--- src/rtl/ascon_bdi_packer.sv ---
`default_nettype none
// ============================================================================
// Module   : ascon_bdi_packer
// Brief    : Packs a tagged byte stream into CCW-bit BDI words with a one-word
//            holding register toward the Ascon core.
// Revision : 1.0
// ============================================================================
module ascon_bdi_packer #(
    parameter int CCW = 32
) (
    input  logic             clk,
    input  logic             rst,
    input  logic [7:0]       in_data,
    input  logic             in_valid,
    output logic             in_ready,
    input  logic [3:0]       in_type,
    input  logic             in_last,
    input  logic             in_final,
    input  logic             in_empty,
    output logic [CCW-1:0]   bdi,
    output logic [CCW/8-1:0] bdi_valid,
    input  logic             bdi_ready,
    output logic [3:0]       bdi_type,
    output logic             bdi_eot,
    output logic             bdi_eoi,
    output logic             empty_eoi,
    output logic             busy
);

    localparam int CCWD8  = CCW / 8;
    localparam int c_CNTW = $clog2(CCWD8 + 1);

    typedef enum logic {S_FILL = 1'b0, S_PENDING = 1'b1} asm_state_t;
    typedef enum logic {S_EMPTY = 1'b0, S_FULL = 1'b1} hold_state_t;

    asm_state_t        r_asm_st;
    hold_state_t       r_hold_st;
    logic [c_CNTW-1:0] r_cnt;
    logic [CCW-1:0]    r_data;
    logic [3:0]        r_type;
    logic              r_eot;
    logic              r_eoi;
    logic [CCW-1:0]    r_bdi;
    logic [CCWD8-1:0]  r_mask;
    logic [3:0]        r_btype;
    logic              r_beot;
    logic              r_beoi;
    logic              r_empty_eoi;

    logic              w_drain;
    logic              w_move;
    logic              w_acc;
    logic              w_is_data;
    logic              w_mkr;
    logic [c_CNTW-1:0] w_base_cnt;
    logic [c_CNTW-1:0] w_new_cnt;
    logic [CCW-1:0]    w_new_data;
    logic [3:0]        w_type;
    logic              w_cmpl;
    logic              w_load_new;

    function automatic logic [CCWD8-1:0] f_mask(input logic [c_CNTW-1:0] n);
        logic [CCWD8-1:0] m;
        for (int i = 0; i < CCWD8; i++) begin
            m[i] = (c_CNTW'(i) < n);
        end
        return m;
    endfunction

    assign w_drain  = (r_hold_st == S_FULL) && bdi_ready;
    assign w_move   = (r_asm_st == S_PENDING) && w_drain;
    assign in_ready = !rst && !((r_asm_st == S_PENDING) && (r_hold_st == S_FULL) && !bdi_ready);
    assign w_acc    = in_valid && in_ready;
    assign w_is_data = w_acc && !in_empty;
    assign w_mkr    = w_acc && in_empty && in_last;

    // A pending word leaving this cycle frees the assembly for the incoming byte
    assign w_base_cnt = w_move ? '0 : r_cnt;
    assign w_new_cnt  = w_base_cnt + c_CNTW'(w_is_data);
    assign w_type     = (w_base_cnt == '0) ? in_type : r_type;

    always_comb begin
        w_new_data = w_move ? '0 : r_data;
        for (int i = 0; i < CCWD8; i++) begin
            if (w_is_data && (w_base_cnt == c_CNTW'(i))) begin
                w_new_data[8*i +: 8] = in_data;
            end
        end
    end

    assign w_cmpl = (w_is_data && ((w_new_cnt == c_CNTW'(CCWD8)) || in_last))
                  || (w_mkr && (w_base_cnt != '0));
    assign w_load_new = w_cmpl && !w_move && ((r_hold_st == S_EMPTY) || w_drain);

    always_ff @(posedge clk) begin
        if (rst) begin
            r_asm_st    <= S_FILL;
            r_hold_st   <= S_EMPTY;
            r_cnt       <= '0;
            r_data      <= '0;
            r_type      <= '0;
            r_eot       <= 1'b0;
            r_eoi       <= 1'b0;
            r_bdi       <= '0;
            r_mask      <= '0;
            r_btype     <= '0;
            r_beot      <= 1'b0;
            r_beoi      <= 1'b0;
            r_empty_eoi <= 1'b0;
        end else begin
            r_empty_eoi <= w_mkr && in_final && (w_base_cnt == '0);

            if (w_move) begin
                r_hold_st <= S_FULL;
                r_bdi     <= r_data;
                r_mask    <= f_mask(r_cnt);
                r_btype   <= r_type;
                r_beot    <= r_eot;
                r_beoi    <= r_eoi;
            end else if (w_load_new) begin
                r_hold_st <= S_FULL;
                r_bdi     <= w_new_data;
                r_mask    <= f_mask(w_new_cnt);
                r_btype   <= w_type;
                r_beot    <= in_last;
                r_beoi    <= in_last && in_final;
            end else if (w_drain) begin
                r_hold_st <= S_EMPTY;
                r_bdi     <= '0;
                r_mask    <= '0;
                r_btype   <= '0;
                r_beot    <= 1'b0;
                r_beoi    <= 1'b0;
            end

            if (w_load_new) begin
                r_asm_st <= S_FILL;
                r_cnt    <= '0;
                r_data   <= '0;
            end else if (w_cmpl) begin
                // Holding register blocked: park the finished word until it drains
                r_asm_st <= S_PENDING;
                r_cnt    <= w_new_cnt;
                r_data   <= w_new_data;
                r_type   <= w_type;
                r_eot    <= in_last;
                r_eoi    <= in_last && in_final;
            end else begin
                r_asm_st <= w_move ? S_FILL : r_asm_st;
                r_cnt    <= w_new_cnt;
                r_data   <= w_new_data;
                if (w_is_data) begin
                    r_type <= w_type;
                end
            end
        end
    end

    assign bdi       = r_bdi;
    assign bdi_valid = r_mask;
    assign bdi_type  = r_btype;
    assign bdi_eot   = r_beot;
    assign bdi_eoi   = r_beoi;
    assign empty_eoi = r_empty_eoi;
    assign busy      = (r_cnt != '0) || (r_asm_st == S_PENDING) || (r_hold_st == S_FULL);

endmodule
`default_nettype wire

--- config.mk ---
export PLATFORM = sky130hd
export DESIGN_NAME = ascon_bdi_packer
export DESIGN_NICKNAME = d
export VERILOG_FILES = /design/src/rtl/ascon_bdi_packer.sv
export SDC_FILE = /design/constraint.sdc
export NUM_CORES = 1
export LEC_CHECK = 0
export ABC_AREA = 1
export CAP_MARGIN = 10
export CORE_ASPECT_RATIO = 0.7
export CORE_MARGIN = 2
export CORE_UTILIZATION = 40
export DETAILED_ROUTE_END_ITERATION = 6
export PLACE_DENSITY_LB_ADDON = 0.1
export RECOVER_POWER = 50
export SLEW_MARGIN = 25
export SYNTH_ARGS = -nofsm -noshare
export SYNTH_HDL_FRONTEND = slang
export SYNTH_SLANG_ARGS = --single-unit
export TNS_END_PERCENT = 1
--- constraint.sdc ---
create_clock -name clk -period 2.7 [get_ports clk]
set_input_delay 0.675 -clock clk [delete_from_list [all_inputs] [get_ports clk]]
set_output_delay 0.675 -clock clk [all_outputs]
set_load 0.02 [all_outputs]
Word level (Yosys, flattened, before mapping)
Index checks and enable logic that the tools add are counted.
- flip-flop bits (word level): 86
- bits of input ports: 19
- output and inout port bits: 45
- word-level logic and storage cells: 93
- $add $sub $neg: 1
- order comparisons: 8
- eq/ne operators: 4
- multiplexer cells: 26
- bitwise gates (word level): 2
- reduce and logical (&&, ||, !) cells: 39
- operator list (operator ; count):
    two-way mux 32 bit ; 4
    two-way mux 4 bit ; 8
    two-way mux 8 bit ; 4
    logical AND 1 bit ; 20
    < comparator 1 x 3 -> 1 bit (first input constant) ; 4
    < comparator 2 x 3 -> 1 bit (first input constant) ; 4
    two-way mux 1 bit ; 9
    nonzero test 3 bit ; 3
    == test 3 x 2 -> 1 bit (second input constant) ; 2
    zero test 1 bit ; 5
    logical OR 1 bit ; 5
    AND reduction 2 bit ; 2
    nonzero test 2 bit ; 2
    adder 3 x 1 -> 3 bit ; 1
    == test 3 x 1 -> 1 bit (second input constant) ; 1
    == test 3 bit (second input constant) ; 1
    zero test 3 bit ; 1
    two-way mux 3 bit ; 1
    NOT 1 bit ; 2
    OR reduction 2 bit ; 1

Depth between registers and ports, before layout
Gate-level depths: netlist of run 1.
- word-level depth: 15
- depth in mapped cells: 18
- gate-level depth less buffers: 16

Worst setup path before layout of run 1
OpenSTA, ideal clock, no wires.
- path type: input to register
- start: in bdi_ready
- end: reg r_bdi[10] (netlist: bdi[10])
- setup time: 0.110 ns
- arrival: 2.563 ns
- data required time: 2.590 ns
- setup slack: 0.027 ns
- stages on the path: 17
- buffers on the path: 4
- path through: nand3_2 -> buf_2 -> buf_2 -> nand2_1 -> inv_1 -> ha_1 -> ha_1 -> nor2_1 -> nand3_1 -> nand2_1 -> nand3_1 -> buf_6 -> buf_6 -> nand3_1 -> nand3_1 -> nand2_1 -> inv_1
- longest elaborated chain between the ends: 15
- elaborated cells between the ends (all ways): 29
- those cells by class: add/sub (1); eq/ne (2); mux (5); reduce/logical (21)
- RTL lines (element ; line ; text):
    start: declaration ; 22 ; input logic bdi_ready,
    zero test 1 bit ; 72 ; assign in_ready = !rst && !((r_asm_st == S_PENDING) && (r_hold_st == S_FULL) && !bdi_ready);
    logical AND 1 bit ; 72 ;
    zero test 1 bit ; 72 ;
    logical AND 1 bit ; 72 ;
    logical AND 1 bit ; 73 ; assign w_acc = in_valid && in_ready;
    logical AND 1 bit ; 74 ; assign w_is_data = w_acc && !in_empty;
    adder 3 x 1 -> 3 bit (*) ; 79 ; assign w_new_cnt = w_base_cnt + c_CNTW'(w_is_data);
    named net w_new_cnt[1] ; 56 ; logic [c_CNTW-1:0] w_new_cnt;
    == test 3 bit (*) ; 91 ; assign w_cmpl = (w_is_data && ((w_new_cnt == c_CNTW'(CCWD8)) || in_last))
    logical OR 1 bit (*) ; 91 ;
    logical AND 1 bit (*) ; 91 ;
    logical OR 1 bit (*) ; 92 ; || (w_mkr && (w_base_cnt != '0));
    logical AND 1 bit (*) (2 in series) ; 93 ; assign w_load_new = w_cmpl && !w_move && ((r_hold_st == S_EMPTY) || w_drain);
    two-way mux 32 bit ; 120 ; end else if (w_load_new) begin
    two-way mux 32 bit ; 113 ; if (w_move) begin
    end signal: assignment ; 115 ; r_bdi <= r_data;
    end signal: assignment ; 122 ; r_bdi <= w_new_data;
    end: declaration ; 43 ; logic [CCW-1:0] r_bdi;
The timed path passes the listed nets; every way through them passes the cells marked *.
A chain may end at the register's enable or synchronous reset.

Worst setup path after layout of run 1
- start: reg r_cnt[2]
- end: out busy
- longest elaborated chain between the ends: 3
- RTL lines (element ; line ; text):
    start: declaration ; 38 ; logic [c_CNTW-1:0] r_cnt;
    start signal: assignment ; 143 ; r_cnt <= w_new_cnt;
    start signal: assignment ; 150 ; r_cnt <= w_new_cnt;
    nonzero test 3 bit ; 165 ; assign busy = (r_cnt != '0) || (r_asm_st == S_PENDING) || (r_hold_st == S_FULL);
    logical OR 1 bit (2 in series) ; 165 ;
    end: declaration ; 27 ; output logic busy
Every way passes these cells.

==> impl_summary.txt, run 1 <==
----------------------------------------------------
[Clock network]
  Maximum count of clock buffers along a single path ... 2
  Number of buffers created by CTS ... 9
  CTS Root Cell ... sky130_fd_sc_hd__clkbuf_16
  H-tree level count ... 3
  TritonCTS clock tree ... done
  Reg clk slew, reported paths ... 0.06 ns
  Num Clock Sinks ... 86
  Worst skew pair latency ... 0.34 ns

[Place]
  Cell area reported after detailed placement ... roughly 0.0052 mm²
  Post-DP HPWL ... around 8300 µm
  Worst slack after detailed placement ... -0.349 ns
  I/O Buffers ... 63
  Total instance count after detailed placement ... just under 900
  Placer's final routability congestion estimate ... between 0.8 and 0.9

[Timing]
  Final hold slack ... 0.475 ns
  Final setup margin ... 0.154 ns
  Final period utilization ... 0.943
  Total setup violations reported at the end of the flow ... 0
  Maximum clock frequency ... 393 MHz
  Pins Over Slew Limit ... 0
  Final Hold Fails ... 0
  Unrepaired setup endpoints after global routing ... false
  Headroom to the max-slew limit ... 0.702
  Transition time at the pin with the least slew margin ... 0.447 ns
  Min Tclk post-route ... between 2 and 3 ns
  Final clock skew ... 0.00837 ns

[Flow run]
  Max-Cap Viols ... 0

[Setup path]
  Required time reported for the critical path endpoint ... 2.03 ns
  Type of origin of the critical path ... register
  Type of destination of the critical path ... output port
  Crit path DAT ... 1.87 ns
  Stage delay of the slowest cell on the critical path ... around 0.54 ns
  Highest-delay cell along the critical path ... sky130_fd_sc_hd__clkdlybuf4s50_1
  Top delay family on crit path ... simple AND/OR/NAND/NOR gates
  Category of the most critical setup path ... reg -> out
  Cell Chain, Critical Path ... nor2_1, nand2_1, or3_1, clkdlybuf4s50_1
  Buffers plus inverters on the worst setup path ... 1
  Largest fanout of any net on the critical path ... 6

[Drt]
  Routed length per instance ... ~14 µm
  Remaining design rule violation count ... 0
  DRT antenna net count ... 0
  Final wirelength ... approximately 12000 µm
  Number of vias in the routed layout ... 4513
  Starting DRT DRC Count ... 357
  1st-pass router iterations ... 4
  Drt via density ... roughly 5.1

[Synth]
  Number of synthesis warnings ... 0
  Syn Std Cell Area ... 0.00430 mm²
  Cells taking the most area after synthesis ... sky130_fd_sc_hd__dfxtp_1 40%, sky130_fd_sc_hd__nand2_1 22%, sky130_fd_sc_hd__nand3_1 13%
  Mean post-synth cell area ... ~6.4 µm²
  Unique masters post-synth ... 26
  Cell taking the most area after synthesis ... sky130_fd_sc_hd__dfxtp_1
  Post-synthesis cell count ... 676
  Register bit total from synthesis ... 86
  Yosys top cell area share ... 0.401
  Net count after synthesis ... 697
  Share of the yosys chip area belonging to registers ... 0.401

[Floorplanning]
  Die W ... 128 µm
  Area of the core ... 0.0104 mm²
  Number of cell rows ... 31
  Area of the die ... 0.0116 mm²
  Initial cell density of the core ... 0.413
  Ports ... between 60 and 70
  Die extent in y ... 90.7 µm

[Power and ir drop]
  Total power per unit cell area ... a little over 500 mW/mm²
  Peak ir drop on the vdd network ... 0.000349 V
  Leakage power summed over all cells ... 3.14 nW

[Global routing]
  Initial antenna violation count ... 0
  Maximum number of pins on one net before global-route repair ... 44
  Vias in the first global route ... about 4.2k
  Residual overflow from global routing ... 0
  First-pass GRT wire length ... between 20000 and 25000 µm
  Total global-route track usage ... 0.218

[Cells and area]
  Commonest cells after routing, fill and taps aside ... 249 x sky130_fd_sc_hd__nand2_1, 112 x sky130_fd_sc_hd__nand3_1, 95 x sky130_fd_sc_hd__inv_1, 86 x sky130_fd_sc_hd__dfxtp_1, 46 x sky130_fd_sc_hd__a21oi_1
  Commonest non-fill, non-tap cell in the layout ... sky130_fd_sc_hd__nand2_1
  Post-layout nets ... 778
  Share of cells above drive strength 1 ... 0.0894
  Non-filler cells, final ... 893
  Final Cell Area ... 0.00569 mm²
  Area Growth Syn to Fin ... 32.4%
  Final antenna diode count ... 0

[Status]
  Status ... finished, final reports clean

[Worst hold path]
  Worst Hold Class ... reg -> reg

----------------------------------------------------
## tightest hold or removal path: stages, from the launching register on
cell                      delay (ns)
sky130_fd_sc_hd__dfxtp_1        0.31
sky130_fd_sc_hd__nand2_1        0.06
sky130_fd_sc_hd__a21oi_1        0.05
## registers in the layout, summed over array words and instances (netlist names), 3 cells and up
signal and cells:
bdi 32, r_data 32, bdi_type 4, bdi_valid 4, r_type 4, r_cnt 3
## area by class of cell
cell class / count / area, µm²
Clock buffer: 11 / 243
Tap cell: 132 / 165
Inverter: 97 / 364
Multi-Input combinational cell: 459 / 2060
Timing Repair Buffer: 104 / 1040
Fill cell: 1007 / 4710
Clock inverter: 4 / 95.1
Sequential cell: 86 / 1720
## synth_stat cells
master	n
sky130_fd_sc_hd__o21ai_0	4
sky130_fd_sc_hd__nand3_1	113
sky130_fd_sc_hd__nand2_4	1
sky130_fd_sc_hd__nand4_1	14
sky130_fd_sc_hd__nand2_2	2
sky130_fd_sc_hd__inv_1	95
sky130_fd_sc_hd__nor2_1	17
sky130_fd_sc_hd__inv_2	2
sky130_fd_sc_hd__buf_4	2
sky130_fd_sc_hd__buf_1	1
sky130_fd_sc_hd__ha_1	2
sky130_fd_sc_hd__a31oi_1	1
sky130_fd_sc_hd__nor2_4	1
sky130_fd_sc_hd__nand2_1	249
sky130_fd_sc_hd__a21oi_1	46
sky130_fd_sc_hd__clkbuf_1	16
sky130_fd_sc_hd__nor3b_1	1
sky130_fd_sc_hd__nand3_2	2
sky130_fd_sc_hd__o21ai_1	2
sky130_fd_sc_hd__or2_1	1
sky130_fd_sc_hd__or3_1	1
sky130_fd_sc_hd__nor2_2	1
sky130_fd_sc_hd__buf_6	3
sky130_fd_sc_hd__nand4_2	1
sky130_fd_sc_hd__buf_2	12
sky130_fd_sc_hd__dfxtp_1	86
## path summary, 6_finish.rpt
check	from	cells after the start	endpoint	slack, ns
worst max-delay path	r_cnt[2]	4	busy	0.15
worst min-delay path	r_eot	2	r_eot	0.47
worst max register to register	r_asm_st	13	r_data[4]	0.31
worst min register to register	r_eot	2	r_eot	0.47
## logic make-up after synthesis
| logic type | share of synthesized area |
|---|---|
| buffers and inverters | 0.125 |
| adder cells (fa/ha/maj) | 0.00582 |
| AO/OA/AOI/OAI | 0.0620 |
| AND/OR/NAND/NOR | 0.406 |
| flip-flops | 0.401 |
## metal layers
metal / track usage / up-vias / share of wire
met5: 0 / - / 0
met2: 0.344 / 140 / 0.44
met3: 0.0492 / 26 / 0.060
li1: - / 2290 / -
met1: 0.295 / 2057 / 0.49
met4: 0.0751 / 0 / 0.014
## power by group
part / switching [mW] / internal [mW]
Clock: 0.503 / 0.923
Combinational: 0.134 / 0.0906
Sequential: 0.0102 / 1.28
Total: 0.647 / 2.30
## stage by stage
| step | utilization | setup TNS (ns) | total power [mW] |
|---|---|---|---|
| 6_report | 0.547 | 0 | 2.94 |
| 5_1_grt | 0.547 | 0 | 3.04 |
| 4_1_cts | 0.537 | -0.0189 | 2.95 |
| 3_5_place_dp | 0.504 | -25.85 | 1.53 |
| 3_3_place_gp | 0.504 | -24.89 | 1.53 |
| 2_1_floorplan | - | 0 | 1.43 |
## timing repair
action,4_1_cts,5_1_grt
resized for setup,3,12
pin swaps,0,6
gates cloned,0,3
endpoints found under the setup margin,7,85
buffers inserted,0,1
hold buffers,0,0
Power figures use the tool's default switching activity.
==> run 2, diff against run 1 <==
--- a/config.mk
+++ b/config.mk
@@ -9,10 +9,11 @@
 export CAP_MARGIN = 10
 export CORE_ASPECT_RATIO = 0.7
 export CORE_MARGIN = 2
-export CORE_UTILIZATION = 40
+export CORE_UTILIZATION = 49
 export DETAILED_ROUTE_END_ITERATION = 6
 export PLACE_DENSITY_LB_ADDON = 0.1
 export RECOVER_POWER = 50
+export SKIP_CTS_REPAIR_TIMING = 1
 export SLEW_MARGIN = 25
 export SYNTH_ARGS = -nofsm -noshare
 export SYNTH_HDL_FRONTEND = slang
==> constraint.sdc (replaced) <==
create_clock -name clk -period 2.13 [get_ports clk]
set_input_delay 0.5325 -clock clk [delete_from_list [all_inputs] [get_ports clk]]
set_output_delay 0.5325 -clock clk [all_outputs]
set_load 0.02 [all_outputs]
==> run 2 against run 1 <==
The flow now finishes with violations (negative setup slack). First-iteration DRC count rose by 33%. Die area down 18%. Setup slack got worse by 0.26 ns. Register-to-register slack got worse by 0.40 ns. Power rose by 20%. Non-clock buffer count rose by 33. Global-route usage rose by 6.2 points. Clock skew decreased by 0.0031 ns. Count of clock-buffer cells in the layout up 5. Sequential power increased by 27%. Core utilization increased by 18 points.
==> impl_summary.txt, run 2 (synthesis results as in run 1) <==
----------------------------------------------------
[Clock network]
  Num Clock Sinks ... 86
  CTS Root Cell ... sky130_fd_sc_hd__clkbuf_16
  H-tree level count ... 3
  Worst skew pair latency ... roughly 0.35 ns
  Maximum count of clock buffers along a single path ... 2
  Number of buffers created by CTS ... 9
  Reg clk slew, reported paths ... 0.06 ns
  TritonCTS clock tree ... done

[Timing]
  Maximum clock frequency ... about 450 MHz
  Transition time at the pin with the least slew margin ... 0.362 ns
  Final hold slack ... roughly 0.48 ns
  Final sum of negative setup slack ... -3.63 ns
  Final setup margin ... -0.102 ns
  Min Tclk post-route ... 2.23 ns
  Total setup violations reported at the end of the flow ... between 60 and 70
  Pins Over Slew Limit ... 0
  Final Hold Fails ... 0
  Final period utilization ... 1.05
  Unrepaired setup endpoints after global routing ... true
  Final clock skew ... 0.00529 ns
  Headroom to the max-slew limit ... 0.757

[Cells and area]
  Area Growth Syn to Fin ... 43.8%
  Share of cells above drive strength 1 ... 0.157
  Final Cell Area ... 0.00618 mm²
  Non-filler cells, final ... 915
  Fill cell total of the finished layout ... 695
  Commonest cells after routing, fill and taps aside ... 243 x sky130_fd_sc_hd__nand2_1, 104 x sky130_fd_sc_hd__nand3_1, 93 x sky130_fd_sc_hd__inv_1, 84 x sky130_fd_sc_hd__dfxtp_1, 50 x sky130_fd_sc_hd__buf_4
  Post-layout nets ... 811
  Commonest non-fill, non-tap cell in the layout ... sky130_fd_sc_hd__nand2_1
  Final antenna diode count ... 0

[Drt]
  Routed length per instance ... 15.5 µm
  Remaining design rule violation count ... 0
  DRT antenna net count ... 0
  Drt via density ... 5.35
  Final wirelength ... roughly 14000 µm
  1st-pass router iterations ... 5
  Number of vias in the routed layout ... 4895
  Starting DRT DRC Count ... 476

[Setup path]
  Buffers plus inverters on the worst setup path ... 6
  Category of the most critical setup path ... in -> reg
  Worst setup slack for register-to-register paths ... -0.09 ns
  Crit path DAT ... 2.47 ns
  Top delay family on crit path ... buffers and inverters
  Crit Reg-Reg Startpoint ... r_asm_st
  Cell Chain, Critical Path ... clkbuf_2, buf_6, nand3_4, buf_4, buf_4, nand2_2, o21ai_1, nand3_4, buf_12, nand2_4, clkbuf_16, a21oi_1
  Highest-delay cell along the critical path ... sky130_fd_sc_hd__o21ai_1
  Largest fanout of any net on the critical path ... 18
  Critical Path End ... r_data[4]
  Type of origin of the critical path ... primary input
  Required time reported for the critical path endpoint ... 2.36 ns
  CP startpoint ... bdi_ready
  Stage delay of the slowest cell on the critical path ... 0.34 ns
  Type of destination of the critical path ... register
  Endpoint of the most critical register-to-register path ... r_data[4]
  Depth of the worst register-to-register path ... 13
  Number of cells on the critical path ... 12

[Floorplanning]
  Area of the die ... 0.00954 mm²
  Ports ... 64
  Die W ... 116 µm
  Die extent in y ... 82.3 µm
  Initial cell density of the core ... 0.507
  Area of the core ... 0.00848 mm²
  Number of cell rows ... 28

[Power and ir drop]
  Total power per unit cell area ... 571 mW/mm²
  Final Total Pwr ... between 3 and 4 mW
  Peak ir drop on the vdd network ... 0.000395 V
  Leakage power summed over all cells ... 3.33 nW

[Place]
  Cell area reported after detailed placement ... around 0.0055 mm²
  I/O Buffers ... 63
  Post-DP HPWL ... 8810 µm
  Placer's final routability congestion estimate ... 0.892
  Total instance count after detailed placement ... 884

[Worst hold path]
  Worst Hold Class ... reg -> reg

[Global routing]
  Residual overflow from global routing ... 0
  First-pass GRT wire length ... 20600 µm
  Vias in the first global route ... 4420
  Total global-route track usage ... 0.281
  Maximum number of pins on one net before global-route repair ... 40
  Initial antenna violation count ... 0

[Flow run]
  Max-Cap Viols ... 0

[Status]
  Status ... complete, but fails checks
  Violations in the final reports ... negative setup slack

----------------------------------------------------
## run 2: stage by stage
step	utilization	setup WS, ns
5_1_grt	0.729	-0.167
6_report	0.729	-0.102
4_1_cts	0.679	-0.550
2_1_floorplan	-	-0.222
3_3_place_gp	0.646	-0.732
3_5_place_dp	0.646	-0.898
## run 2: cell type report
class | instances | area, µm² | area share
clock buffers | 16 | 282 | 0.0456
inverters | 97 | 364 | 0.0589
repair buffers | 137 | 1460 | 0.236
well taps | 120 | 150 | 0.0243
multi-input cells | 459 | 2200 | 0.355
flip-flops and latches | 86 | 1730 | 0.280
## run 2: worst min path at each step
| stage | startpoint | endpoint | slack [ns] | depth (start not counted) |
|---|---|---|---|---|
| after global routing | r_eoi | r_eoi | 0.49 | 2 |
| after global placement | r_eot | r_eot | 0.45 | 2 |
| after CTS | r_eoi | r_eoi | 0.47 | 2 |
| final | r_eoi | r_eoi | 0.48 | 2 |
| after detailed placement | r_eot | r_eot | 0.46 | 2 |
| after floorplan | r_eoi | r_eoi | 0.44 | 2 |
## run 2: worst reg2reg max path, cell delays in order, from the launching register on
cell                        delay, ns
sky130_fd_sc_hd__dfxtp_4         0.36
sky130_fd_sc_hd__nand3_2         0.09
sky130_fd_sc_hd__nand3_2         0.08
sky130_fd_sc_hd__nor2_4          0.14
sky130_fd_sc_hd__ha_4            0.15
sky130_fd_sc_hd__ha_4            0.21
sky130_fd_sc_hd__nor2_4          0.11
sky130_fd_sc_hd__nand3_2         0.10
sky130_fd_sc_hd__nand2_4         0.11
sky130_fd_sc_hd__nand3_4         0.16
sky130_fd_sc_hd__buf_12          0.21
sky130_fd_sc_hd__nand2_4         0.14
sky130_fd_sc_hd__clkbuf_16       0.19
sky130_fd_sc_hd__a21oi_1         0.05
## run 2: layer usage
layer | part of all wire | routed length, µm | track usage
met5 | 0 | 0 | 0
met4 | 0.024 | 340 | 0.0976
met3 | 0.073 | 1040 | 0.0701
met2 | 0.47 | 6620 | 0.463
met1 | 0.44 | 6220 | 0.362
## run 2: where the power goes
part	switching [mW]	total [mW]	internal [mW]
clock	0.630	1.52	0.888
sequential	0.0146	1.64	1.63
combinational	0.202	0.368	0.166
==> run 3, diff against run 2 <==
--- a/config.mk
+++ b/config.mk
@@ -9,7 +9,7 @@
 export CAP_MARGIN = 10
 export CORE_ASPECT_RATIO = 0.7
 export CORE_MARGIN = 2
-export CORE_UTILIZATION = 49
+export CORE_UTILIZATION = 54
 export DETAILED_ROUTE_END_ITERATION = 6
 export PLACE_DENSITY_LB_ADDON = 0.1
 export RECOVER_POWER = 50
==> constraint.sdc (replaced) <==
create_clock -name clk -period 2.1 [get_ports clk]
set_input_delay 0.525 -clock clk [delete_from_list [all_inputs] [get_ports clk]]
set_output_delay 0.525 -clock clk [all_outputs]
set_load 0.02 [all_outputs]
==> run 3 against run 2 <==
The flow still finishes with violations (negative setup slack). Sequential power is essentially flat. Setup slack gained 0.066 ns. Sequential cell count is the same. Critical path type unchanged. Largest cell class unchanged. Largest power group unchanged. Highest routed layer unchanged.
==> impl_summary.txt, run 3 (synthesis results as in run 1) <==
----------------------------------------------------
[Status]
  Status ... complete, but fails checks
  Violations in the final reports ... negative setup slack

[Clock network]
  Maximum count of clock buffers along a single path ... 2
  Reg clk slew, reported paths ... 0.06 ns
  Worst skew pair latency ... 0.34 ns
  Number of buffers created by CTS ... 9
  CTS Root Cell ... sky130_fd_sc_hd__clkbuf_16
  TritonCTS clock tree ... done
  Num Clock Sinks ... 86
  H-tree level count ... 3

[Setup path]
  Type of origin of the critical path ... primary input
  Type of destination of the critical path ... register
  Crit path DAT ... roughly 2.4 ns
  Largest fanout of any net on the critical path ... 5
  Required time reported for the critical path endpoint ... 2.34 ns
  Category of the most critical setup path ... in -> reg

[Floorplanning]
  Die W ... 111 µm
  Die extent in y ... around 80 µm
  Initial cell density of the core ... 0.550
  Number of cell rows ... 27
  Ports ... 64
  Area of the core ... 0.00780 mm²
  Area of the die ... 0.00870 mm²

[Power and ir drop]
  Total power per unit cell area ... ~590 mW/mm²
  Power share of the clock group ... 0.434
  Share of total power consumed by net switching ... 0.234
  Peak ir drop on the vdd network ... 0.000538 V
  Internal power ... 2.73 mW
  Combinational power share ... 0.100
  Leakage power summed over all cells ... 3.22 nW
  Final Total Pwr ... 3.57 mW
  Power spent charging and discharging nets ... 0.836 mW
  Sequential share of power ... 0.466

[Timing]
  Headroom to the max-slew limit ... 0.773
  Maximum clock frequency ... 468 MHz
  Unrepaired setup endpoints after global routing ... true
  Final hold slack ... about 0.48 ns
  Pins Over Slew Limit ... 0
  Total setup violations reported at the end of the flow ... 21
  Transition time at the pin with the least slew margin ... between 0.3 and 0.4 ns
  Final period utilization ... 1.02
  Final setup margin ... -0.0354 ns
  Final Hold Fails ... 0
  Final clock skew ... 0.00622 ns
  Min Tclk post-route ... between 2 and 2.5 ns

[Global routing]
  Maximum number of pins on one net before global-route repair ... 40
  First-pass GRT wire length ... 19900 µm
  Total global-route track usage ... 0.286
  Residual overflow from global routing ... 0
  Vias in the first global route ... 4200
  Initial antenna violation count ... 0

[Place]
  I/O Buffers ... 63
  Post-DP HPWL ... 8570 µm
  Placer's final routability congestion estimate ... 0.888
  Worst slack after detailed placement ... -0.790 ns

[Flow run]
  Max-Cap Viols ... 0

[Worst hold path]
  Worst Hold Class ... reg -> reg

[Cells and area]
  Area Growth Syn to Fin ... 41.6%
  Final antenna diode count ... 0
  Commonest non-fill, non-tap cell in the layout ... sky130_fd_sc_hd__nand2_1
  Share of cells above drive strength 1 ... 0.150
  Post-layout nets ... 805
  Fill cell total of the finished layout ... roughly 540
  Final cell utilization of the core ... 0.779
  Commonest cells after routing, fill and taps aside ... 244 x sky130_fd_sc_hd__nand2_1, 103 x sky130_fd_sc_hd__nand3_1, 93 x sky130_fd_sc_hd__inv_1, 84 x sky130_fd_sc_hd__dfxtp_1, 57 x sky130_fd_sc_hd__clkdlybuf4s50_1

[Drt]
  Number of vias in the routed layout ... about 4.9k
  Drt via density ... roughly 5.5
  DRT antenna net count ... 0
  1st-pass router iterations ... 5
  Remaining design rule violation count ... 0
  Routed length per instance ... 15.6 µm
  Starting DRT DRC Count ... 486
  Final wirelength ... 13900 µm

----------------------------------------------------
## run 3: area by class of cell
type	count	area, µm²	area share
clock buffers	15	288	0.0473
multi-input cells	459	2180	0.359
repair buffers	131	1400	0.229
inverters	97	364	0.0599
well taps	101	126	0.0208
flip-flops and latches	86	1730	0.284
## run 3: per-layer routing
| metal | up-vias | GRT usage | part of all wire |
|---|---|---|---|
| met5 | - | 0 | 0 |
| met4 | 0 | 0.111 | 0.027 |
| met3 | 47 | 0.0610 | 0.11 |
| met2 | 286 | 0.467 | 0.46 |
| met1 | 2231 | 0.374 | 0.40 |
| li1 | 2341 | - | - |
## run 3: final timing paths
| kind | startpoint | to | slack (ns) | cells after the start |
|---|---|---|---|---|
| hold reg to reg | r_eoi | r_eoi | 0.48 | 2 |
| setup / recovery | bdi_ready | bdi[31] | -0.04 | 17 |
| hold / removal | r_eoi | r_eoi | 0.48 | 2 |
| setup reg to reg | r_hold_st | bdi[31] | -0.03 | 15 |
## run 3: power groups by stage
| stage | clock [mW] | combinational (mW) | sequential, mW |
|---|---|---|---|
| 5_1_grt | 1.62 | 0.376 | 1.66 |
| 2_1_floorplan | 0 | 0.136 | 1.70 |
| 3_3_place_gp | 0 | 0.286 | 1.70 |
| 3_5_place_dp | 0 | 0.291 | 1.70 |
| 6_report | 1.55 | 0.357 | 1.66 |
| 4_1_cts | 1.56 | 0.293 | 1.66 |
## run 3: through the flow
step,instances,TNS (ns),area (µm²)
after global routing,889,-6.08,6080
after global placement,860,-58.84,5390
after floorplan,676,-17.58,4350
after CTS,875,-34.27,5670
final,889,-0.291,6080
after detailed placement,860,-63.72,5390
## run 3: worst max-delay path: stages
cell                        delay [ns]
sky130_fd_sc_hd__clkbuf_2         0.11
sky130_fd_sc_hd__inv_2            0.06
sky130_fd_sc_hd__nand3_4          0.08
sky130_fd_sc_hd__nand3_2          0.06
sky130_fd_sc_hd__nor2_2           0.12
sky130_fd_sc_hd__ha_2             0.20
sky130_fd_sc_hd__ha_4             0.21
sky130_fd_sc_hd__nor2_4           0.10
sky130_fd_sc_hd__nand3_2          0.09
sky130_fd_sc_hd__nand2_4          0.10
sky130_fd_sc_hd__nand3_4          0.13
sky130_fd_sc_hd__buf_6            0.17
sky130_fd_sc_hd__clkbuf_16        0.15
sky130_fd_sc_hd__nand3_1          0.07
sky130_fd_sc_hd__nand3_1          0.07
sky130_fd_sc_hd__nand2_1          0.06
sky130_fd_sc_hd__inv_1            0.04
